<file path="src/rtl/temporal_encoder_if.sv">
// Load handshake into the temporal encoder: a spike slot (or null) offered
// under valid/ready.
interface temporal_encoder_if #(
  parameter int VAL_W = 4
);
  logic             in_valid;
  logic             in_ready;
  logic [VAL_W-1:0] in_value;
  logic             in_null;

  modport master (output in_valid, output in_value, output in_null, input in_ready);
  modport slave  (input in_valid, input in_value, input in_null, output in_ready);
endinterface

</file>
<file path="src/rtl/temporal_encoder.sv">
// Binary-to-temporal encoder: the buffered value promoted on each grst sets the
// slot in which a PULSE_WIDTH-long spike rises within the gamma cycle.
module temporal_encoder #(
  parameter int GAMMA_CYCLE_WIDTH = 16,
  parameter int PULSE_WIDTH       = 8,
  parameter int VAL_W             = $clog2(GAMMA_CYCLE_WIDTH)
) (
  input  logic                aclk,
  input  logic                rst,
  input  logic                grst,
  temporal_encoder_if.slave   in_if,
  output logic                spike,
  output logic                act_valid
);

  localparam int            CW  = $clog2(GAMMA_CYCLE_WIDTH) + 1;
  localparam logic [CW-1:0] SAT = CW'(GAMMA_CYCLE_WIDTH);

  logic [CW-1:0]    cnt_reg, cnt_next;
  logic             pend_valid_reg, pend_valid_next;
  logic [VAL_W-1:0] pend_value_reg, pend_value_next;
  logic             pend_null_reg, pend_null_next;
  logic [VAL_W-1:0] act_value_reg, act_value_next;
  logic             act_live_reg, act_live_next;
  logic             spike_reg, spike_next;
  logic             load;
  logic [CW:0]      win_lo, win_hi, slot_ext;

  assign load = in_if.in_valid & ~pend_valid_reg;

  always_comb begin
    cnt_next        = cnt_reg;
    pend_valid_next = pend_valid_reg;
    pend_value_next = pend_value_reg;
    pend_null_next  = pend_null_reg;
    act_value_next  = act_value_reg;
    act_live_next   = act_live_reg;

    if (grst) begin
      cnt_next        = '0;
      // Out-of-range values (non-power-of-2 gamma) behave like null.
      act_live_next   = pend_valid_reg & ~pend_null_reg & (CW'(pend_value_reg) < SAT);
      act_value_next  = pend_value_reg;
      pend_valid_next = 1'b0;
    end else if (cnt_reg != SAT) begin
      cnt_next = cnt_reg + CW'(1);
    end

    // A load coinciding with grst lands in pending and waits for the next grst.
    if (load) begin
      pend_valid_next = 1'b1;
      pend_value_next = in_if.in_value;
      pend_null_next  = in_if.in_null;
    end

    // The spike is registered, so the window is evaluated on next-cycle slot/value.
    win_lo     = (CW+1)'(act_value_next);
    win_hi     = win_lo + (CW+1)'(PULSE_WIDTH);
    slot_ext   = {1'b0, cnt_next};
    spike_next = act_live_next && (cnt_next != SAT) &&
                 (slot_ext >= win_lo) && (slot_ext < win_hi);
  end

  always_ff @(posedge aclk) begin
    if (rst) begin
      cnt_reg        <= SAT;
      pend_valid_reg <= 1'b0;
      pend_value_reg <= '0;
      pend_null_reg  <= 1'b0;
      act_value_reg  <= '0;
      act_live_reg   <= 1'b0;
      spike_reg      <= 1'b0;
    end else begin
      cnt_reg        <= cnt_next;
      pend_valid_reg <= pend_valid_next;
      pend_value_reg <= pend_value_next;
      pend_null_reg  <= pend_null_next;
      act_value_reg  <= act_value_next;
      act_live_reg   <= act_live_next;
      spike_reg      <= spike_next;
    end
  end

  assign in_if.in_ready = ~pend_valid_reg;
  assign spike          = spike_reg;
  assign act_valid      = act_live_reg;

endmodule
</file>
<file path="src/flat_wrapper.sv">
// flat-port wrapper written by rule: the top's interface ports become plain ports
module temporal_encoder_flat 
#(
  parameter int GAMMA_CYCLE_WIDTH = 16,
  parameter int PULSE_WIDTH       = 8,
  parameter int VAL_W             = $clog2(GAMMA_CYCLE_WIDTH)
)
  (aclk, rst, grst, spike, act_valid, in_if_in_valid, in_if_in_value, in_if_in_null, in_if_in_ready);
  temporal_encoder_if #(.VAL_W(VAL_W)) in_if_i ();
  input  logic aclk;
  input  logic rst;
  input  logic grst;
  output logic spike;
  output logic act_valid;
  input wire logic [$bits(in_if_i.in_valid)-1:0] in_if_in_valid;
  input wire logic [$bits(in_if_i.in_value)-1:0] in_if_in_value;
  input wire logic [$bits(in_if_i.in_null)-1:0] in_if_in_null;
  output wire logic [$bits(in_if_i.in_ready)-1:0] in_if_in_ready;
  assign in_if_i.in_valid = in_if_in_valid;
  assign in_if_i.in_value = in_if_in_value;
  assign in_if_i.in_null = in_if_in_null;
  assign in_if_in_ready = in_if_i.in_ready;
  temporal_encoder #(.GAMMA_CYCLE_WIDTH(GAMMA_CYCLE_WIDTH), .PULSE_WIDTH(PULSE_WIDTH), .VAL_W(VAL_W)) u_core (.aclk(aclk), .rst(rst), .grst(grst), .in_if(in_if_i), .spike(spike), .act_valid(act_valid));
endmodule
</file>
<file path="config.mk">
export PLATFORM = sky130hd
export DESIGN_NAME = temporal_encoder_flat
export DESIGN_NICKNAME = d
export VERILOG_FILES = /design/src/rtl/temporal_encoder_if.sv /design/src/rtl/temporal_encoder.sv /design/src/flat_wrapper.sv
export SDC_FILE = /design/constraint.sdc
export NUM_CORES = 1
export LEC_CHECK = 0
export CAP_MARGIN = 20
export CORE_MARGIN = 1
export CORE_UTILIZATION = 55
export DETAILED_ROUTE_END_ITERATION = 7
export GPL_TIMING_DRIVEN = 0
export PLACE_DENSITY = 0.8
export RECOVER_POWER = 100
export REMOVE_ABC_BUFFERS = 1
export SLEW_MARGIN = 20
export SYNTH_ARGS = -nofsm -noshare
export SYNTH_HDL_FRONTEND = slang
export SYNTH_SLANG_ARGS = --single-unit
</file>
<file path="constraint.sdc">
create_clock -name aclk -period 2.99 [get_ports aclk]
set_clock_uncertainty 0.05 [all_clocks]
set_input_delay 0.598 -clock aclk [delete_from_list [all_inputs] [get_ports aclk]]
set_output_delay 0.598 -clock aclk [all_outputs]
set_load 0.005 [all_outputs]
</file>
==> flow_metrics.env <==
export IMPL_outcome="finished, final reports clean"
export IMPL_antenna_found_initial=0
export IMPL_fin_area_um2=1010
export IMPL_reg2reg_from="u_core.cnt_reg[0]$_SDFF_PP0_"
export IMPL_port_buffers=11
export IMPL_power_leakage_nw=0.445
export IMPL_post_cts_buffers=0
export IMPL_synth_ff_type="dfxtp_1"
export IMPL_cap_violations=0
export IMPL_slew_headroom=0.553
export IMPL_grt_max_degree=17
export IMPL_setup_viol=0
export IMPL_fin_setup_tns_ns=0
export IMPL_clockBufferDepth=2
export IMPL_power_density_nw_per_um2=439
export IMPL_drt_vias_per_instance=5.31
export IMPL_p_total_mw=0.445
export IMPL_crit_required_ns=3.15
export IMPL_cts_sinks=17
export IMPL_r2r_end="u_core.spike$_SDFF_PP0_"
export IMPL_worst_pin_slew_ns=0.670
export IMPL_synth_seq_cells=17
export IMPL_seq_area_frac_synth=0.389
export IMPL_drtIter0Drc=11
export IMPL_grt_pass1_wl_um=2730
export IMPL_synthCells=92
export IMPL_crit_type="primary input to register"
export IMPL_r2r_setup_slack_ns=0.67
export IMPL_worst_ep_arrival_time_ns=2.91
export IMPL_fin_crit_sh=0.920
export IMPL_rsz0062_at_grt="false"
export IMPL_rr_worst_depth=10
export IMPL_min_path_type="register to register"
export IMPL_ant_nets=0
export IMPL_syn_area_um2=875
export IMPL_async_flop_share=0
export IMPL_largest_reg_flops=5
export IMPL_vias=637
export IMPL_ctsResizeCount=0
export IMPL_cts_clk_slew_worst_paths_ns=0.11
export IMPL_ys_types=30
export IMPL_nets=122
export IMPL_ir_worst_vdd_v=0.000379
export IMPL_placed_area_um2=991
export IMPL_grt_overflow_total=0
export IMPL_numCtsBuffers=3
export IMPL_io_pins=12
export IMPL_synth_edff_count=0
export IMPL_hpwl_um=1160
export IMPL_drc=0
export IMPL_hold_viol=0
export IMPL_min_to="u_core.pend_null_reg$_SDFFE_PP0P_"
export IMPL_holdCritStartpoint="u_core.pend_null_reg$_SDFFE_PP0P_"
export IMPL_syn_to_final_growth_pct=15.9
export IMPL_yosys_warnings=0
export IMPL_syn_avg_cell_area_um2=9.51
export IMPL_layout_setup_ws_ns=0.239
export IMPL_grt_pass1_vias=633
export IMPL_drt_total_wl_um=1520
export IMPL_preCtsSetupSlack_ns=-0.101
export IMPL_diodes=0
export IMPL_die_x_um=41.9
export IMPL_first_pass_iters=4
export IMPL_cts_max_level=1
export IMPL_die_area_um2=1750
export IMPL_track_usage=0.212
export IMPL_floorplan_initialDensity=0.587
export IMPL_fmax_mhz=364
export IMPL_gp_congestion=0.881
export IMPL_clk_latency_ns=0.30
export IMPL_cts_tree="yes"
export IMPL_clockRootBuffer="clkbuf_4"
export IMPL_slew_violations=0
export IMPL_crit_fanout=15
export IMPL_hold_buffers=0
export IMPL_wl_per_cell_um=12.7
export IMPL_rows=14
export IMPL_fp_dieH_um=41.9
export IMPL_hold_depth=2
export IMPL_layout_drive_gt1_share=0.0673
export IMPL_period_minus_slack_ns=2.75
export IMPL_cp_start_kind="primary input"
export IMPL_crit_path_end_kind="register"
export IMPL_fp_coreArea_um2=1490
## layout make-up
cell class | count | area [um2]
multi-input cells | 64 | 485
fillers | 125 | 475
flip-flops and latches | 17 | 340
repair buffers | 11 | 110
inverters | 8 | 30.0
clock buffers | 3 | 22.5
well taps | 16 | 20.0
clock inverters | 1 | 5.00
## worst max path at each step
stage,depth (start not counted),end,from
global placement,7,u_core.spike$_SDFF_PP0_,grst
global route,7,u_core.spike$_SDFF_PP0_,grst
finish,7,u_core.spike$_SDFF_PP0_,grst
CTS,7,u_core.spike$_SDFF_PP0_,grst
floorplan,10,u_core.spike$_SDFF_PP0_,u_core.cnt_reg[0]$_SDFF_PP0_
detailed placement,7,u_core.spike$_SDFF_PP0_,grst
## cell families after synthesis
family,after synthesis,synth area share
XOR/XNOR,3,0.0300
buffers and inverters,11,0.0501
AO/OA/AOI/OAI,8,0.0558
flip-flops,17,0.389
multiplexers,10,0.120
adder cells (fa/ha/maj),8,0.114
AND/OR/NAND/NOR,35,0.240
## through the flow
stage | cells | utilization | hold WS [ns]
final | 120 | 0.681 | 0.440
after global routing | 120 | 0.681 | 0.463
after global placement | 116 | 0.666 | 0.416
after CTS | 120 | 0.684 | 0.446
after floorplan | 89 | - | 0.401
after detailed placement | 116 | 0.666 | 0.422
## synthesized netlist by cell type (2+ instances only)
cell type,number,area share
a21oi_1,3,0.017
buf_2,2,0.011
dfxtp_1,17,0.39
ha_1,8,0.11
inv_1,7,0.030
mux2i_1,8,0.092
nand2_1,2,0.0086
nand2b_1,2,0.014
nand4b_1,2,0.020
nor2_1,12,0.051
nor2b_1,7,0.050
nor3_1,2,0.011
o21ai_0,2,0.011
xor2_1,2,0.020
## where the power goes
group          internal, mW  leakage (nW)  switching (mW)
logic                0.0393         0.288          0.0349
clock network        0.0500        0.0177          0.0784
registers             0.237         0.139         0.00575
## cell usage in the layout (no fill, tap or decap), drive strengths merged, types with 3 or more instances in the layout
cell type	count
clkbuf	3
clkdlybuf4s50	6
ha	8
a21oi	3
dfxtp	17
inv	8
dlygate4sd3	5
nor2	12
nor2b	7
mux2i	9
## routing by layer
metal | GRT usage | wire length, um | up-vias
met5 | 0 | 0 | -
met4 | 0.116 | 40 | 0
met3 | 0.0435 | 40 | 5
met2 | 0.328 | 704 | 9
met1 | 0.275 | 737 | 288
li1 | - | - | 335
## critical path, cell delays in order
cell	delay (ns)
dlygate4sd3_1	0.92
mux2_1	0.40
ha_1	0.29
nand2b_1	0.14
a211oi_1	0.29
o211ai_1	0.13
nor3b_1	0.15
(Power assumes the default switching activity.)
